==> config.mk <==
export PLATFORM = sky130hd
export DESIGN_NAME = light_fader_controller
export DESIGN_NICKNAME = d
export VERILOG_FILES = /design/src/rtl/light_fader_controller.sv
export SDC_FILE = /design/constraint.sdc
export NUM_CORES = 1
export LEC_CHECK = 0
export ABC_AREA = 1
export CAP_MARGIN = 5
export CORE_MARGIN = 4
export CORE_UTILIZATION = 53
export DETAILED_ROUTE_END_ITERATION = 16
export GPL_TIMING_DRIVEN = 0
export MAX_ROUTING_LAYER = met4
export PLACE_DENSITY = 0.76
export SYNTH_ARGS = -nofsm -noshare
export SYNTH_HDL_FRONTEND = slang
export SYNTH_SLANG_ARGS = --single-unit
==> constraint.sdc <==
create_clock -name clk -period 1.6 [get_ports clk]
set_input_delay 0.4 -clock clk [delete_from_list [all_inputs] [get_ports clk]]
set_output_delay 0.4 -clock clk [all_outputs]
set_load 0.02 [all_outputs]
==> src/rtl/light_fader_controller.sv <==
// Lamp controller: fades brightness up on a request, holds full brightness for a
// while after the last request, then fades back down. Drives a registered PWM output.
module light_fader_controller #(
  parameter int HOLD_CYCLES = 1000,
  parameter int STEP_CYCLES = 4
) (
  input  logic       clk,
  input  logic       rst_n,
  input  logic       auto_light,
  input  logic       manual_on,
  input  logic       manual_off,
  output logic       lamp_pwm,
  output logic [7:0] level,
  output logic [1:0] state
);

  localparam int STEP_W = (STEP_CYCLES > 1) ? $clog2(STEP_CYCLES) : 1;
  localparam int HOLD_W = (HOLD_CYCLES > 1) ? $clog2(HOLD_CYCLES) : 1;
  localparam logic [STEP_W-1:0] STEP_LAST = STEP_W'(STEP_CYCLES - 1);
  localparam logic [HOLD_W-1:0] HOLD_LAST = HOLD_W'(HOLD_CYCLES - 1);

  typedef enum logic [1:0] {
    S_OFF      = 2'd0,
    S_FADE_IN  = 2'd1,
    S_ON       = 2'd2,
    S_FADE_OUT = 2'd3
  } state_t;

  state_t            cur_state, nxt_state;
  logic [7:0]        level_next;
  logic [STEP_W-1:0] step_cnt, step_next;
  logic [HOLD_W-1:0] hold_cnt, hold_next;
  logic [7:0]        pwm_cnt;
  logic              req;
  logic              step_last;

  assign req       = (auto_light | manual_on) & ~manual_off;
  assign step_last = (step_cnt == STEP_LAST);
  assign state     = cur_state;

  always_comb begin
    nxt_state  = cur_state;
    level_next = level;
    hold_next  = hold_cnt;
    if (manual_off) begin
      nxt_state  = S_OFF;
      level_next = 8'd0;
    end else begin
      case (cur_state)
        S_OFF: begin
          level_next = 8'd0;
          if (req) nxt_state = S_FADE_IN;
        end
        // A direction change wins over a pending step, so level never jumps.
        S_FADE_IN: begin
          if (!req) begin
            nxt_state = S_FADE_OUT;
          end else if (step_last) begin
            if (level >= 8'd254) begin
              level_next = 8'd255;
              nxt_state  = S_ON;
              hold_next  = HOLD_LAST;
            end else begin
              level_next = level + 8'd1;
            end
          end
        end
        S_ON: begin
          level_next = 8'd255;
          if (req) begin
            hold_next = HOLD_LAST;
          end else if (hold_cnt == '0) begin
            nxt_state = S_FADE_OUT;
          end else begin
            hold_next = hold_cnt - HOLD_W'(1);
          end
        end
        S_FADE_OUT: begin
          if (req) begin
            nxt_state = S_FADE_IN;
          end else if (step_last) begin
            if (level <= 8'd1) begin
              level_next = 8'd0;
              nxt_state  = S_OFF;
            end else begin
              level_next = level - 8'd1;
            end
          end
        end
        default: begin
          nxt_state  = S_OFF;
          level_next = 8'd0;
        end
      endcase
    end

    // The step counter restarts on every state entry so each fade step is a full period.
    step_next = step_last ? '0 : step_cnt + STEP_W'(1);
    if (nxt_state != cur_state) step_next = '0;
  end

  always_ff @(posedge clk) begin
    if (!rst_n) begin
      cur_state <= S_OFF;
      level     <= 8'd0;
      step_cnt  <= '0;
      hold_cnt  <= '0;
      pwm_cnt   <= 8'd0;
      lamp_pwm  <= 1'b0;
    end else begin
      cur_state <= nxt_state;
      level     <= level_next;
      step_cnt  <= step_next;
      hold_cnt  <= hold_next;
      pwm_cnt   <= pwm_cnt + 8'd1;
      lamp_pwm  <= (level == 8'd255) | (pwm_cnt < level);
    end
  end

endmodule

==> run_results.csv, run 1 <==
group,metric,value,unit
run_status,status,"finished with violations",
run_status,violations,"negative setup slack",
routing,routed_wirelength,5.38,mm
sta,min_period_over_period,104,%
final_layout,fin_area,0.00273,mm^2
floorplan,pin_count,16,
clock_tree,cts_made_buffers,5,
clock_tree,tritoncts,"yes",
global_routing,grt_usage,22.6,%
routing,vias_per_cell,5.55,
job,drv_cap,0,
routing,wl_per_cell,13.4,um
routing,drc,0,
critical_path,end_kind,"flop",
pwr,p_per_area,627,mW/mm^2
logic_synthesis,ys_top_cells_by_area,"dfxtp_1, nand2_1, ha_1",
sta,setup_ws,-0.0605,ns
sta,finalHoldViolCount,0,
routing,drt_first_pass_iters,4,
sta,tightest_slew,0.571,ns
clock_tree,h-tree-depth,2,
logic_synthesis,yosys_register_bits,31,
final_layout,final_cell_mix,"nand2_1, inv_1, dfxtp_1",
min_path,holdCritPathClass,"flop to flop",
floorplan,die_area,0.00500,mm^2
final_layout,layout_commonest_cell,"nand2_1",
global_routing,antenna_found_initial,0,
sta,hold_slack,0.453,ns
critical_path,path_buf_inv,2,
sta,finalCriticalPeriod,1.66,ns
placement,dp.cells,378,
critical_path,path_max_fanout,4,
global_routing,grt_pass1_vias,2083,
clock_tree,clk_path_buf_depth,2,
critical_path,start_kind,"flop",
critical_path,critPathSlowestCell,"dfxtp_4",
logic_synthesis,netlist_area,0.00209,mm^2
final_layout,utilization,72.9,%
pwr,power,1.71,mW
floorplan,rows,22,
clock_tree,clk_latency,0.29,ns
logic_synthesis,syn-num-nets,336,
logic_synthesis,ys.warnings.count,0,
global_routing,grt_pass1_wl,9.11,mm
logic_synthesis,yosysSeqAreaShare,29.8,%
critical_path,critPathArrivalTime,1.84,ns
sta,setup_viol,16,
critical_path,cpMostUsedCell,"nor2_4",
clock_tree,ctsHoldBuffers,0,
logic_synthesis,syn_area_per_cell,6.60,um^2
final_layout,insertedDiodeCount,0,
pwr,ir_drop,0.543,mV
clock_tree,cts_root_buf,"clkbuf_8",
routing,drt_iter0_drc,193,
sta,slew_viol_final,0,
logic_synthesis,ys_types,32,
global_routing,grt_start_max_net_pins,12,
sta,maxSlewHeadroom,61.9,%
critical_path,required,1.78,ns
critical_path,cpLargestDelayFamily,"flip-flops",
clock_tree,clock_sinks,31,
routing,vias,2227,
clock_tree,path_clk_slew,0.07,ns
critical_path,critPathMaxStageDelay,0.39,ns
placement,place.gp.congestion,0.915,
routing,detail-route-antenna-nets,0,
final_layout,fin_nets,372,
sta,fin_skew,0.00567,ns
sta,rsz0062_at_grt,"yes",
final_layout,syn_to_final_growth,30.9,%
logic_synthesis,netlist_instances,316,
placement,port_buffers,14,
pwr,leakage,1.17,nW
floorplan,die_w,70.7,um
floorplan,core_area,0.00374,mm^2
critical_path,crit_chain,"clkinvlp_4, ha_4, nor2_4, nor2_4, nand2_2, buf_6, nand3_2, a21oi_2, o21ai_1, nand2_1, a21oi_1",
sta,fmax,0.602,GHz
global_routing,grt_overflow,0,
floorplan,start_util,55.7,%
logic_synthesis,synth_top_cell_by_area,"dfxtp_1",
placement,dpl_cell_area,0.00230,mm^2
critical_path,worstSetupPathType,"flop to flop",
floorplan,dieHeight,70.7,um
logic_synthesis,synth_top_area_share,29.8,%
final_layout,stdcell_count,401,
placement,dpl.hpwl,3.60,mm
final_layout,drive_gt1_share,26.6,%
final_layout,fillers,300,
[where the power goes]
part | internal [mW] | total (mW) | switching [mW]
Sequential | 0.790 | 0.813 | 0.0231
Combinational | 0.0970 | 0.264 | 0.168
Clock | 0.304 | 0.635 | 0.331
[worst paths after layout]
kind / start / to / slack, ns / cells after the start
worst max register to register: level[0]$_SDFFE_PP0P_ / level[6]$_SDFFE_PP0P_ / -0.06 / 11
worst min-delay path: hold_cnt[0]$_SDFFE_PN0P_ / hold_cnt[0]$_SDFFE_PN0P_ / 0.45 / 1
worst max-delay path: level[0]$_SDFFE_PP0P_ / level[6]$_SDFFE_PP0P_ / -0.06 / 11
worst min register to register: hold_cnt[0]$_SDFFE_PN0P_ / hold_cnt[0]$_SDFFE_PN0P_ / 0.45 / 1
[logic make-up after synthesis]
logic type	synth area share, %
AO/OA/AOI/OAI	16.8
adder cells (fa/ha/maj)	9.00
flip-flops	29.8
AND/OR/NAND/NOR	31.9
XOR/XNOR	3.36
buffers and inverters	9.24
[cells in the mapped netlist]
library cell,count
a21oi_1,24
xnor2_1,3
a21oi_2,1
o31ai_1,1
or2_1,1
or2_2,1
o211ai_1,2
nand3_2,2
nand2_1,69
nand2_2,5
nor3_1,7
ha_1,15
dfxtp_1,31
buf_4,1
nand3_1,21
o221ai_1,1
nor4_1,1
o21ai_0,23
inv_1,38
nand4_1,4
nor2_2,3
buf_2,1
xor2_1,5
nor2_1,34
o211ai_2,1
nor2_4,1
o21ai_1,5
buf_6,1
a31oi_1,6
nor3b_2,1
inv_2,5
clkbuf_1,2
[metrics by stage]
stage | worst slack (ns) | TNS (ns)
floorplan | 0.00526 | 0
global placement | -0.548 | -9.62
detailed placement | -0.599 | -10.10
CTS | -0.0305 | -0.0411
global route | -0.150 | -2.22
finish | -0.0605 | -0.492
[registers in the layout, indices dropped and copies added, names as in the netlist]
signal	count
state	2
level	8
lamp_pwm	1
hold_cnt	10
step_cnt	2
pwm_cnt	8
[what timing repair did]
action	CTS	global route
buffers inserted	14	0
gates cloned	1	0
setup endpoints to repair	32	22
pin swaps	14	14
gates resized for setup	61	29
[layout make-up]
cell class / count / area [um^2] / share of cell area (%)
tap: 48 / 60.1 / 2.20
sequential: 31 / 633 / 23.2
clock inverter: 3 / 18.8 / 0.687
timing repair buffer: 29 / 254 / 9.30
buffer: 5 / 33.8 / 1.24
multi-input combinational: 237 / 1490 / 54.4
clock buffer: 5 / 68.8 / 2.52
inverter: 43 / 176 / 6.46
[routing by layer]
layer,routed length (um),part of all wire [%],track usage (%)
met2,2530,47,36.0
met4,110,2.0,8.56
met1,2440,45,27.8
met5,0,0,-
met3,299,5.6,5.11
No activity file was read; power rests on OpenSTA's default activity.
==> run 2: changes to the inputs <==
--- a/config.mk
+++ b/config.mk
@@ -5,7 +5,6 @@
 export SDC_FILE = /design/constraint.sdc
 export NUM_CORES = 1
 export LEC_CHECK = 0
-export ABC_AREA = 1
 export CAP_MARGIN = 5
 export CORE_MARGIN = 4
 export CORE_UTILIZATION = 53
@@ -13,6 +12,7 @@
 export GPL_TIMING_DRIVEN = 0
 export MAX_ROUTING_LAYER = met4
 export PLACE_DENSITY = 0.76
+export SLEW_MARGIN = 5
 export SYNTH_ARGS = -nofsm -noshare
 export SYNTH_HDL_FRONTEND = slang
 export SYNTH_SLANG_ARGS = --single-unit
==> run 2 against run 1 <==
The flow still finishes with violations (negative setup slack). Design area rose by 10%. Critical path type unchanged. Largest cell class unchanged. Cell count shrank 9.0%. Worst setup slack got worse by 0.19 ns. Wire length rose by 22%. Synthesized area is 1.6% higher.
==> run_results.csv, run 2 <==
group,metric,value,unit
critical_path,r2r_start,"level[0]$_SDFFE_PP0P_",
routing,detail-route-antenna-nets,0,
pwr,ir_drop,0.553,mV
logic_synthesis,syn-num-nets,288,
sta,rsz0062_at_grt,"yes",
global_routing,grt_usage,23.9,%
final_layout,largest_reg_flops,10,
final_layout,drive_gt1_share,36.6,%
clock_tree,cts_made_buffers,5,
logic_synthesis,async_flop_share,0,%
floorplan,dieHeight,71.2,um
min_path,hold_path_end,"step_cnt[0]$_SDFF_PP0_",
critical_path,end_kind,"flop",
sta,setup_viol,20,
run_status,status,"finished with violations",
final_layout,fin_nets,336,
sta,finalHoldViolCount,0,
final_layout,syn_to_final_growth,42.0,%
logic_synthesis,ys_top_cells_by_area,"dfxtp_1, ha_1, nor2_1",
final_layout,layout_commonest_cell,"buf_4",
critical_path,worstSetupPathType,"flop to flop",
logic_synthesis,synth_top_area_share,29.3,%
critical_path,required,1.80,ns
clock_tree,path_clk_slew,0.08,ns
global_routing,grt_pass1_wl,9.50,mm
run_status,violations,"negative setup slack",
critical_path,path_max_fanout,6,
clock_tree,clk_path_buf_depth,2,
clock_tree,clk_latency,0.30,ns
placement,dpl.hpwl,3.79,mm
critical_path,regToRegSetupSlack,-0.25,ns
sta,setup_ws,-0.247,ns
logic_synthesis,yosysSeqAreaShare,29.3,%
final_layout,utilization,79.8,%
critical_path,critPathArrivalTime,2.05,ns
routing,wl_per_cell,17.9,um
pwr,power,1.96,mW
min_path,hold_start,"step_cnt[0]$_SDFF_PP0_",
sta,finalCriticalPeriod,1.85,ns
routing,vias_per_cell,6.43,
critical_path,r2r-end,"hold_cnt[4]$_SDFFE_PN0P_",
clock_tree,tritoncts,"yes",
routing,drt_iter0_drc,444,
final_layout,top_regs,"hold_cnt: 10 flops, level: 8 flops, pwm_cnt: 8 flops",
critical_path,start_kind,"flop",
logic_synthesis,yosys-top-cells-count,"dfxtp_1, nor2_1, nand2_1, o21ai_0, a21oi_1",
sta,fmax,0.541,GHz
logic_synthesis,ys.warnings.count,0,
clock_tree,clock_sinks,31,
logic_synthesis,ys.flop_type,"dfxtp_1",
global_routing,grt_overflow,0,
logic_synthesis,post-synth-top-count-cell,"dfxtp_1",
pwr,p_per_area,651,mW/mm^2
final_layout,final_cell_mix,"buf_4, nor2_1, nand2_1",
sta,tightest_slew,0.491,ns
pwr,leakage,1.21,nW
routing,vias,2346,
sta,maxSlewHeadroom,67.2,%
placement,port_buffers,15,
floorplan,pin_count,16,
logic_synthesis,yosys_register_bits,31,
final_layout,insertedDiodeCount,0,
clock_tree,h-tree-depth,2,
routing,drc,0,
global_routing,antenna_found_initial,0,
floorplan,die_w,71.2,um
sta,slew_viol_final,0,
global_routing,grt_start_max_net_pins,12,
job,drv_cap,0,
sta,fin_skew,0.00695,ns
logic_synthesis,syn_area_per_cell,7.90,um^2
sta,min_period_over_period,115,%
logic_synthesis,netlist_area,0.00212,mm^2
placement,place.gp.congestion,0.964,
logic_synthesis,synth_top_cell_by_area,"dfxtp_1",
final_layout,top_register,"hold_cnt",
clock_tree,cts_root_buf,"clkbuf_8",
logic_synthesis,netlist_instances,268,
routing,drt_first_pass_iters,7,
floorplan,start_util,56.2,%
logic_synthesis,ys_types,51,
floorplan,rows,22,
floorplan,die_area,0.00507,mm^2
global_routing,grt_pass1_vias,2025,
min_path,whs_path_depth,1,
logic_synthesis,synth-edff-count,0,
min_path,holdCritPathClass,"flop to flop",
critical_path,worstRegToRegCells,9,
floorplan,core_area,0.00377,mm^2
routing,routed_wirelength,6.54,mm
[run 2: cell types whose count changed after synthesis, sizes merged, moves of 5 or more]
cell	change
a21oi	-9
clkbuf	+5
nor4	+5
nand3	-12
o21ai	-11
nor2b	+5
a311oi	+5
and3	+5
nand2	-56
nor2	-13
nor3	+8
nand2b	+8
inv	-28
[run 2: timing repair]
action	in CTS	in global routing
pin swaps	14	24
resized for setup	43	76
setup endpoints to repair	35	25
gates cloned	1	0
hold buffers	0	0
setup buffers	12	18
hold endpoints to repair	0	0
[run 2: area by class of cell]
cell class                      instances  area [um^2]
Inverter                               15         63.8
Clock buffer                            5         68.8
Sequential cell                        31          662
Buffer                                  6         46.3
Multi-Input combinational cell        211         1680
Fill cell                             249          763
Clock inverter                          3         20.0
Tap cell                               48         60.1
Timing Repair Buffer                   46          403
[run 2: per-layer routing]
metal	up-vias	global-route usage (%)	part of all wire (%)
met4	0	6.89	4.5
met5	-	-	0
met3	38	5.89	7.3
li1	1091	-	-
met1	1100	29.8	41
met2	117	38.4	47
[run 2: kinds of logic after synthesis]
family | count (synthesis) | share of synthesized area [%]
compound gates | 74 | 24.2
xor+xnor | 11 | 4.55
fa+ha+maj | 15 | 8.86
buf+inv | 26 | 5.32
flops | 31 | 29.3
mux | 1 | 0.473
simple gates | 110 | 27.3
[run 2: power breakdown]
part           switching [mW]  total [mW]  internal (mW)
registers              0.0371       0.828          0.791
clock network           0.361       0.664          0.303
logic                   0.251       0.465          0.214
[run 2: worst max-delay path by stage]
stage / from / endpoint / slack (ns)
CTS: level[4]$_SDFFE_PP0P_ / level[1]$_SDFFE_PP0P_ / -0.35
global route: level[0]$_SDFFE_PP0P_ / hold_cnt[0]$_SDFFE_PN0P_ / -0.37
finish: level[0]$_SDFFE_PP0P_ / hold_cnt[4]$_SDFFE_PN0P_ / -0.25
floorplan: level[3]$_SDFFE_PP0P_ / level[1]$_SDFFE_PP0P_ / -0.22
detailed placement: manual_on / hold_cnt[3]$_SDFFE_PN0P_ / -0.72
global placement: manual_on / hold_cnt[3]$_SDFFE_PN0P_ / -0.71
[run 2: stage by stage]
stage                     hold WS (ns)  std cells  setup TNS [ns]  instance area [um^2]  worst slack, ns
final                            0.471        365           -3.37                  3010           -0.247
after global routing             0.482        365           -5.32                  3010           -0.374
after CTS                        0.477        350           -4.96                  2620           -0.348
after detailed placement         0.420        331          -13.45                  2370           -0.725
after global placement           0.412        331          -13.35                  2370           -0.715
after floorplan                  0.398        268           -2.22                  2160           -0.222
[run 2: worst max-delay path, cell delays in order, from the launching register on]
cell and delay, ns:
dfxtp_4 0.38, inv_4 0.10, ha_4 0.14, o211a_1 0.19, nand4_1 0.15, a221oi_4 0.31, buf_4 0.17, buf_6 0.10
o211ai_1 0.07, o211a_1 0.12
==> RTL change, RTL diff (settings of run 2) <==
`HOLD_CYCLES`: 1000 -> 2000.
--- a/src/rtl/light_fader_controller.sv
+++ b/src/rtl/light_fader_controller.sv
@@ -3,3 +3,3 @@
 module light_fader_controller #(
-  parameter int HOLD_CYCLES = 1000,
+  parameter int HOLD_CYCLES = 2000,
   parameter int STEP_CYCLES = 4
Formal check against the unedited RTL: same outputs for any inputs over 10 cycles, from zero or initial values and one cycle with rst_n low; that may be too few to reach the edited logic, so the function may still have changed.
==> RTL change against run 2 <==
The flow still finishes with violations (setup timing); routed wire length down 7.2%; design area shrank 7.0%; worst setup slack worse by 0.10 ns; final cell count fell by 4.1%; core utilization decreased by 5.6 points; power decreased by 0.93%; via count down 5.5%; area after synthesis up 1.1%; sequential cell count is 1 higher; global-route usage rose by 0.25 points.
==> RTL change: results (changes against run 2) <==
* Run status: finished, violations left
* CP max FO: 10 (+4)
* Worst r2r dst: level[5]
- The post-placement cell count is 322 (-2.7%).
* Routed via count divided by cell count: 6.34 (-1.4%)
* Largest registers: hold_cnt (11), level (8), pwm_cnt (8)
- The number of distinct library cells after synthesis is 49 (-3.9%).
* DP Area: 2380 µm² (+0.63%)
- Count of buffers from port buffering: 14 (-1)
- The post-detailed-routing wire length is 6070 µm (-7.2%).
* Fin Clk Skew: 0.00668 ns (-0.000264 ns)
* Setup-failing EPs final: 21 (+5.0%)
* Violations in the final reports: setup timing
* Synthesized net count: 280 (-2.8%)
- The fraction of layout instances using a drive strength above 1 was 30.5% (-6.1 points).
- The least setup slack across all paths after layout is -0.349 ns (-0.102 ns).
* Iter 0 DRT Violations: 266 (-40%)
* Worst min-delay path category: input pin to register
* Fillers: 265 (+6.4%)
* Routed length per instance: 17.3 µm (-3.2%)
* Hold-critical path endpoint: level[7]
- Most common library cells after synthesis: 32 x sky130_fd_sc_hd__dfxtp_1, 29 x sky130_fd_sc_hd__nor2_1, 21 x sky130_fd_sc_hd__o21ai_0
- The design area came to 2800 µm² (-7.0%).
- Total GRT Usage: 24.2% (+0.25 points)
* Mapped Cells: 260 (-3.0%)
* Final Hold Slack: 0.327 ns (-0.145 ns)
* Sequential-to-total area share from yosys stat: 29.9% (+0.61 points)
- In the post-synthesis netlist, the biggest area contributors are sky130_fd_sc_hd__dfxtp_1 30%, sky130_fd_sc_hd__ha_1 8.8%, sky130_fd_sc_hd__nor2_1 5.1%, sky130_fd_sc_hd__o21ai_0 4.9%, sky130_fd_sc_hd__a21oi_1 4.2%.
- The peak supply drop was 0.547 mV (-0.99%).
- The maximum single-stage delay on the critical path came to 0.42 ns (+0.04 ns).
* Number of cells on the worst hold path: 2 (+1)
- The slowest stage of the critical path belongs to the cell sky130_fd_sc_hd__o31ai_4.
- The pin count of the biggest net entering global routing is 11 (-1).
* Transition at the pin with the smallest max-transition slack: 0.555 ns (+0.0635 ns)
- The sum of net half-perimeters after detailed placement is 3460 µm (-8.6%).
RTL change: cell types whose count changed after synthesis, sizes merged, moves of 4 or more:
cell and change:
a311oi -5, clkbuf -4, nand2b -6, nand2 -7, nand4 +4, nor2 +4
nor3 -4, xor2 +4, o21ai +4, buf +4
RTL change: layer usage:
| metal | part of all wire, % | vias to the layer above | track usage (%) |
|---|---|---|---|
| met3 | 7.9 | 46 | 4.63 |
| met5 | 0 | - | - |
| met1 | 40 | 1028 | 29.0 |
| li1 | - | 1024 | - |
| met2 | 47 | 120 | 39.4 |
| met4 | 4.7 | 0 | 10.4 |
RTL change: cells by family after synthesis:
kind of cell | share of synthesized area [%]
XOR/XNOR | 6.95
AO/OA/AOI/OAI | 22.3
buffers and inverters | 6.60
flip-flops | 29.9
adder cells (fa/ha/maj) | 8.76
AND/OR/NAND/NOR | 24.0
multiplexers | 1.46
RTL change: cell type report:
cell class / instances / area share [%]
clock buffers: 7 / 3.49
plain buffers: 8 / 2.50
multi-input cells: 203 / 54.8
repair buffers: 37 / 11.2
clock inverters: 1 / 0.179
flip-flops and latches: 32 / 23.7
inverters: 14 / 1.88
well taps: 48 / 2.15
RTL change: worst max-delay path by stage:
| stage | start | end | cells after the start | slack, ns |
|---|---|---|---|---|
| finish | level[0] | level[5] | 9 | -0.35 |
| global placement | manual_on | hold_cnt[5] | 8 | -0.84 |
| CTS | level[4] | step_cnt[1] | 7 | -0.35 |
| floorplan | level[4] | level[7] | 6 | -0.32 |
| detailed placement | manual_on | hold_cnt[5] | 8 | -0.84 |
| global route | level[0] | level[5] | 9 | -0.42 |
RTL change: timing repair:
action                     4_1_cts  5_1_grt
gates cloned                     0        0
buffers inserted                18        5
setup endpoints to repair       39       25
pin swaps                       18       13
resized for setup               41       21
